==> config.mk <==
export PLATFORM = sky130hd
export DESIGN_NAME = result_readout
export DESIGN_NICKNAME = d
export VERILOG_FILES = /design/src/rtl/tpu_pkg.sv /design/src/rtl/rise_detect.sv /design/src/rtl/result_readout.sv
export SDC_FILE = /design/constraint.sdc
export NUM_CORES = 1
export LEC_CHECK = 0
export CORE_MARGIN = 3
export CORE_UTILIZATION = 50
export CTS_CLUSTER_SIZE = 12
export DETAILED_ROUTE_END_ITERATION = 12
export GPL_TIMING_DRIVEN = 0
export PLACE_DENSITY = 0.8
export SLEW_MARGIN = 20
export SYNTH_ARGS = -nofsm -noshare
export SYNTH_HDL_FRONTEND = slang
export SYNTH_SLANG_ARGS = --single-unit
==> constraint.sdc <==
create_clock -name clk -period 2.7 [get_ports clk]
set_input_delay 0.405 -clock clk [delete_from_list [all_inputs] [get_ports clk]]
set_output_delay 0.405 -clock clk [all_outputs]
set_load 0.05 [all_outputs]
==> src/rtl/tpu_pkg.sv <==
// Shared constants and types for the TPU datapath edge blocks.
package tpu_pkg;

    localparam int unsigned DATA_W  = 16;
    localparam int unsigned NUM_RES = 4;
    localparam int unsigned SEL_W   = $clog2(NUM_RES);

    // Byte-lane selector stored per element: which half the next read returns.
    localparam logic LO = 1'b0;
    localparam logic HI = 1'b1;

    typedef enum logic {
        RO_EMPTY,
        RO_FULL
    } ro_state_e;

endpackage

==> src/rtl/rise_detect.sv <==
// Registered 1-bit rising-edge detector; a held-high input yields one pulse.
module rise_detect (
    input  logic clk,
    input  logic rst_n,
    input  logic sig_i,
    output logic rise_o
);

    logic sig_q;
    logic sig_d;

    // Next history value is simply the current input.
    always_comb begin
        sig_d = sig_i;
    end

    // History register for the edge compare.
    always_ff @(posedge clk or negedge rst_n) begin
        if (!rst_n) begin
            sig_q <= 1'b0;
        end else begin
            sig_q <= sig_d;
        end
    end

    assign rise_o = sig_i & ~sig_q;

endmodule

==> src/rtl/result_readout.sv <==
// Captures matrix-multiply results and serves them to the host one byte per read strobe.
module result_readout
    import tpu_pkg::*;
(
    input  logic                      clk,
    input  logic                      rst_n,
    input  logic                      result_valid,
    input  logic [NUM_RES*DATA_W-1:0] results,
    input  logic                      output_en,
    input  logic [SEL_W-1:0]          output_sel,
    output logic [7:0]                out_data,
    output logic                      done,
    output logic                      overrun
);

    // Byte-lane split below assumes exactly two bytes per element.
    if (DATA_W != 16) begin : g_width_check
        $error("result_readout supports DATA_W == 16 only");
    end

    ro_state_e                        state_q, state_d;
    logic [NUM_RES-1:0][DATA_W-1:0]   buf_q, buf_d;
    logic [NUM_RES-1:0]               phase_q, phase_d;
    logic [NUM_RES-1:0]               mask_q, mask_d;
    logic [7:0]                       out_data_q, out_data_d;
    logic                             overrun_q, overrun_d;
    logic                             rd;
    logic                             final_rd;

    rise_detect u_rise_detect (
        .clk    (clk),
        .rst_n  (rst_n),
        .sig_i  (output_en),
        .rise_o (rd)
    );

    // Next-state: serve the read first, then decide whether a new result can be captured.
    always_comb begin
        state_d    = state_q;
        buf_d      = buf_q;
        phase_d    = phase_q;
        mask_d     = mask_q;
        out_data_d = out_data_q;
        overrun_d  = overrun_q;

        if (rd) begin
            if (state_q == RO_FULL) begin
                if (phase_q[output_sel] == LO) begin
                    out_data_d          = buf_q[output_sel][7:0];
                    phase_d[output_sel] = HI;
                end else begin
                    out_data_d          = buf_q[output_sel][15:8];
                    phase_d[output_sel] = LO;
                    mask_d[output_sel]  = 1'b1;
                end
            end else begin
                out_data_d = 8'h00;
            end
        end

        // Only a read can complete the mask, so this is the draining read itself.
        final_rd = (state_q == RO_FULL) && (&mask_d);
        if (final_rd) begin
            state_d = RO_EMPTY;
        end

        if (result_valid) begin
            if ((state_q == RO_EMPTY) || final_rd) begin
                for (int k = 0; k < NUM_RES; k++) begin
                    buf_d[k] = results[k*DATA_W +: DATA_W];
                end
                phase_d = '0;
                mask_d  = '0;
                state_d = RO_FULL;
                if (state_q == RO_EMPTY) begin
                    overrun_d = 1'b0;
                end
            end else begin
                overrun_d = 1'b1;
            end
        end
    end

    // State, buffer and output registers.
    always_ff @(posedge clk or negedge rst_n) begin
        if (!rst_n) begin
            state_q    <= RO_EMPTY;
            buf_q      <= '0;
            phase_q    <= '0;
            mask_q     <= '0;
            out_data_q <= 8'h00;
            overrun_q  <= 1'b0;
        end else begin
            state_q    <= state_d;
            buf_q      <= buf_d;
            phase_q    <= phase_d;
            mask_q     <= mask_d;
            out_data_q <= out_data_d;
            overrun_q  <= overrun_d;
        end
    end

    assign out_data = out_data_q;
    assign done     = (state_q == RO_FULL);
    assign overrun  = overrun_q;

endmodule

==> flow_results.xml <==
<?xml version="1.0" encoding="UTF-8"?>
<metrics>
  <group name="status">
    <metric name="run_status" unit="">completed</metric>
  </group>
  <group name="sta">
    <metric name="final.min_clock_period" unit="ns">2.52</metric>
    <metric name="timing.slew.headroom" unit="%">36.3</metric>
    <metric name="timing_hold_violations_final" unit="">0</metric>
    <metric name="min_period_over_period" unit="%">93.2</metric>
    <metric name="final_critical_path_setup_slack" unit="ns">0.183</metric>
    <metric name="achievable-frequency" unit="MHz">397</metric>
    <metric name="grt_setup_unrepaired" unit="">false</metric>
    <metric name="slew_at_the_pin_with_the_worst_max_slew_slack" unit="ns">0.956</metric>
    <metric name="slew_violations" unit="">0</metric>
    <metric name="final-setup-viol-count" unit="">0</metric>
    <metric name="finalClockSkew" unit="ns">0.00716</metric>
  </group>
  <group name="hold_path">
    <metric name="hold_path_startpoint" unit="">out_data[7]</metric>
    <metric name="hold-path-endpoint" unit="">out_data[7]</metric>
    <metric name="hold_depth" unit="">2</metric>
    <metric name="min-delay-path-class" unit="">reg -&gt; reg</metric>
  </group>
  <group name="drt">
    <metric name="vias" unit="">2373</metric>
    <metric name="dr.first_iter.drc_count" unit="">102</metric>
    <metric name="post_drt_wl_per_cell" unit="um">18.1</metric>
    <metric name="routed_via_density" unit="">5.42</metric>
    <metric name="drtPass1Iterations" unit="">4</metric>
    <metric name="routed_wl" unit="um">7920</metric>
    <metric name="route.detailed.drc" unit="">0</metric>
    <metric name="antenna_left" unit="">0</metric>
  </group>
  <group name="cells_and_area">
    <metric name="layout_fillers" unit="">505</metric>
    <metric name="syn_to_final_growth" unit="%">32.1</metric>
    <metric name="layout.nets" unit="">407</metric>
    <metric name="layout-drive-gt1-share" unit="%">30.1</metric>
    <metric name="antenna_cells" unit="">0</metric>
    <metric name="layout.core_utilization" unit="%">69.6</metric>
  </group>
  <group name="setup_path">
    <metric name="crit_path_start_kind" unit="">register</metric>
    <metric name="crit_type" unit="">reg -&gt; reg</metric>
    <metric name="flop2flop_setup_slack" unit="ns">0.18</metric>
    <metric name="critPathCaptureType" unit="">register</metric>
    <metric name="critical_path_arrival" unit="ns">2.75</metric>
    <metric name="worst_reg2reg_path_length_in_cells" unit="">7</metric>
    <metric name="worst_r2r_startpoint" unit="">phase_q[2]</metric>
    <metric name="worst_r2r_endpoint" unit="">buf_q[13]</metric>
    <metric name="timing.critical_path.fanout_max" unit="">10</metric>
    <metric name="crit_required" unit="ns">2.93</metric>
  </group>
  <group name="clock_tree">
    <metric name="tritoncts" unit="">yes</metric>
    <metric name="ctsLongestPathBuffers" unit="">2</metric>
    <metric name="cts_max_level" unit="">3</metric>
    <metric name="tritoncts_sink_count" unit="">83</metric>
    <metric name="cts-root-buf" unit="">sky130_fd_sc_hd__clkbuf_8</metric>
    <metric name="cts.reportedPaths.clkPinSlew" unit="ns">0.08</metric>
    <metric name="clock_latency" unit="ns">0.35</metric>
    <metric name="postCtsSetupBuffers" unit="">0</metric>
    <metric name="cts_inserted_buffers" unit="">9</metric>
  </group>
  <group name="logic_synthesis">
    <metric name="ys_seq_elements" unit="">83</metric>
    <metric name="synth.cell_area" unit="mm2">0.00368</metric>
    <metric name="postSynth.asyncResetShare" unit="%">100</metric>
    <metric name="syn-mean-instance-area" unit="um2">14.9</metric>
    <metric name="postSynthCellCount" unit="">247</metric>
    <metric name="postSynth.topFlopCell" unit="">sky130_fd_sc_hd__dfrtp_1</metric>
    <metric name="synth_most_common_cell" unit="">sky130_fd_sc_hd__dfrtp_1</metric>
    <metric name="syn_nets" unit="">317</metric>
    <metric name="synth_warn" unit="">0</metric>
    <metric name="post_synth_top_cells" unit="">sky130_fd_sc_hd__dfrtp_1, sky130_fd_sc_hd__mux2_2, sky130_fd_sc_hd__mux4_2</metric>
    <metric name="synthDominantCellAreaShare" unit="%">56.4</metric>
    <metric name="synth.top_cells.by_area" unit="">sky130_fd_sc_hd__dfrtp_1, sky130_fd_sc_hd__mux2_2, sky130_fd_sc_hd__mux4_2</metric>
    <metric name="synth_enable_flop_cells" unit="">0</metric>
    <metric name="yosys.area.top_type" unit="">sky130_fd_sc_hd__dfrtp_1</metric>
    <metric name="netlist-cell-type-count" unit="">28</metric>
    <metric name="seq_area_frac_synth" unit="%">56.4</metric>
  </group>
  <group name="place">
    <metric name="port_buffers" unit="">77</metric>
    <metric name="gpl.final_weighted_congestion" unit="">0.768</metric>
    <metric name="place_hpwl" unit="um">5730</metric>
    <metric name="detailedPlace.worstSlack" unit="ns">-0.108</metric>
  </group>
  <group name="die">
    <metric name="starting_utilization_of_the_core_area" unit="%">52.7</metric>
    <metric name="placementRows" unit="">30</metric>
    <metric name="core_area" unit="mm2">0.00698</metric>
    <metric name="io_pins" unit="">80</metric>
    <metric name="floorplan.die.height" unit="um">91.8</metric>
    <metric name="die_area" unit="mm2">0.00842</metric>
    <metric name="die_w" unit="um">91.8</metric>
  </group>
  <group name="run">
    <metric name="cap_violations" unit="">0</metric>
  </group>
  <group name="grt">
    <metric name="globalRouteTotalUtil" unit="%">20.4</metric>
    <metric name="number_of_antenna_violations_at_the_first_check_in_global_routing" unit="">0</metric>
    <metric name="grt_pass1_wl" unit="um">13100</metric>
    <metric name="first_global_vias" unit="">2620</metric>
    <metric name="grt_overflow" unit="">0</metric>
    <metric name="grt_start_max_net_pins" unit="">59</metric>
  </group>
  <group name="pwr">
    <metric name="p_leak" unit="nW">2.05</metric>
    <metric name="ir_drop" unit="mV">0.466</metric>
    <metric name="power.density_cell_area" unit="mW/mm2">1020</metric>
  </group>
</metrics>
## stage by stage
step	area (um2)	hold slack (ns)	power, mW	instances	TNS, ns
finish	4860	0.485	4.98	438	0
global route	4860	0.516	5.27	438	0
CTS	4860	0.490	5.02	438	0
detailed placement	4600	0.339	3.88	421	-5.65
global placement	4570	0.462	3.79	420	-144.95
floorplan	3680	0.109	3.33	247	0
## layout by cell type, fill, tap and decap left out, types with 2 or more instances in the layout
| cell type | netlist | routed |
|---|---|---|
| sky130_fd_sc_hd__o21ai_0 | 9 | 9 |
| sky130_fd_sc_hd__bufinv_16 | 0 | 4 |
| sky130_fd_sc_hd__mux2_2 | 61 | 61 |
| sky130_fd_sc_hd__dfrtp_1 | 83 | 83 |
| sky130_fd_sc_hd__nor3b_1 | 2 | 2 |
| sky130_fd_sc_hd__a21oi_1 | 3 | 3 |
| sky130_fd_sc_hd__nand4_1 | 4 | 4 |
| sky130_fd_sc_hd__a31oi_1 | 2 | 2 |
| sky130_fd_sc_hd__mux2_1 | 5 | 5 |
| sky130_fd_sc_hd__mux4_2 | 16 | 16 |
| sky130_fd_sc_hd__clkbuf_8 | 0 | 9 |
| sky130_fd_sc_hd__buf_4 | 8 | 9 |
| sky130_fd_sc_hd__nor2_1 | 10 | 10 |
| sky130_fd_sc_hd__inv_1 | 3 | 3 |
| sky130_fd_sc_hd__clkbuf_1 | 6 | 8 |
| sky130_fd_sc_hd__mux2i_1 | 10 | 10 |
| sky130_fd_sc_hd__xor2_1 | 2 | 2 |
| sky130_fd_sc_hd__clkdlybuf4s50_1 | 0 | 76 |
| sky130_fd_sc_hd__nand2_1 | 11 | 11 |
## cell type report
cell class | instances | area (um2) | share of cell area [%]
plain buffers | 16 | 91.3 | 1.88
clock buffers | 11 | 131 | 2.70
clock inverters | 5 | 125 | 2.57
inverters | 3 | 11.3 | 0.232
multi-input cells | 145 | 1500 | 30.9
flip-flops and latches | 83 | 2080 | 42.7
well taps | 96 | 120 | 2.47
repair buffers | 79 | 806 | 16.6
## cell families after synthesis
kind of cell / after synthesis / share of synthesized area (%)
AO/OA/AOI/OAI: 18 / 3.30
multiplexers: 92 / 32.7
buffers and inverters: 19 / 2.79
flip-flops: 83 / 56.4
AND/OR/NAND/NOR: 32 / 4.05
XOR/XNOR: 3 / 0.714
## metal layers
| metal | wire, um | GRT usage, % |
|---|---|---|
| met2 | 3830 | 32.9 |
| met3 | 450 | 4.27 |
| met4 | 163 | 8.17 |
| met1 | 3470 | 27.4 |
| met5 | 0 | 0 |
## worst max-delay path by stage
stage	start	endpoint	slack, ns	depth (start not counted)
detailed placement	output_sel[0]	buf_q[16]	-0.11	7
CTS	phase_q[2]	buf_q[13]	0.18	7
global route	phase_q[0]	buf_q[19]	0.08	7
floorplan	output_sel[0]	buf_q[0]	0.20	7
global placement	rst_n	buf_q[44]	-1.70	1
finish	phase_q[2]	buf_q[13]	0.18	7
## flip-flops by register name, summed over array words and instances (netlist names)
name	cells
overrun	1
done	1
u_rise_detect.sig_q	1
buf_q	64
phase_q	4
out_data	8
mask_q	4
## what timing repair did
| action | 4_1_cts | 5_1_grt |
|---|---|---|
| gates resized for setup | 0 | 0 |
| hold endpoints to repair | 25 | 0 |
| hold buffers | 1 | 0 |
## report_power, final
| part | switching, mW | internal (mW) |
|---|---|---|
| Clock | 0.431 | 0.707 |
| Sequential | 0.326 | 1.84 |
| Combinational | 0.719 | 0.957 |
## worst max-delay path, cell delays in order, from the launching register on
cell                      delay, ns
sky130_fd_sc_hd__dfrtp_1       0.41
sky130_fd_sc_hd__mux2i_1       0.10
sky130_fd_sc_hd__mux2_2        0.26
sky130_fd_sc_hd__buf_2         0.23
sky130_fd_sc_hd__a311o_1       0.41
sky130_fd_sc_hd__a31oi_4       0.34
sky130_fd_sc_hd__buf_4         0.28
sky130_fd_sc_hd__mux2_2        0.36
No activity file was read; power rests on OpenSTA's default activity.
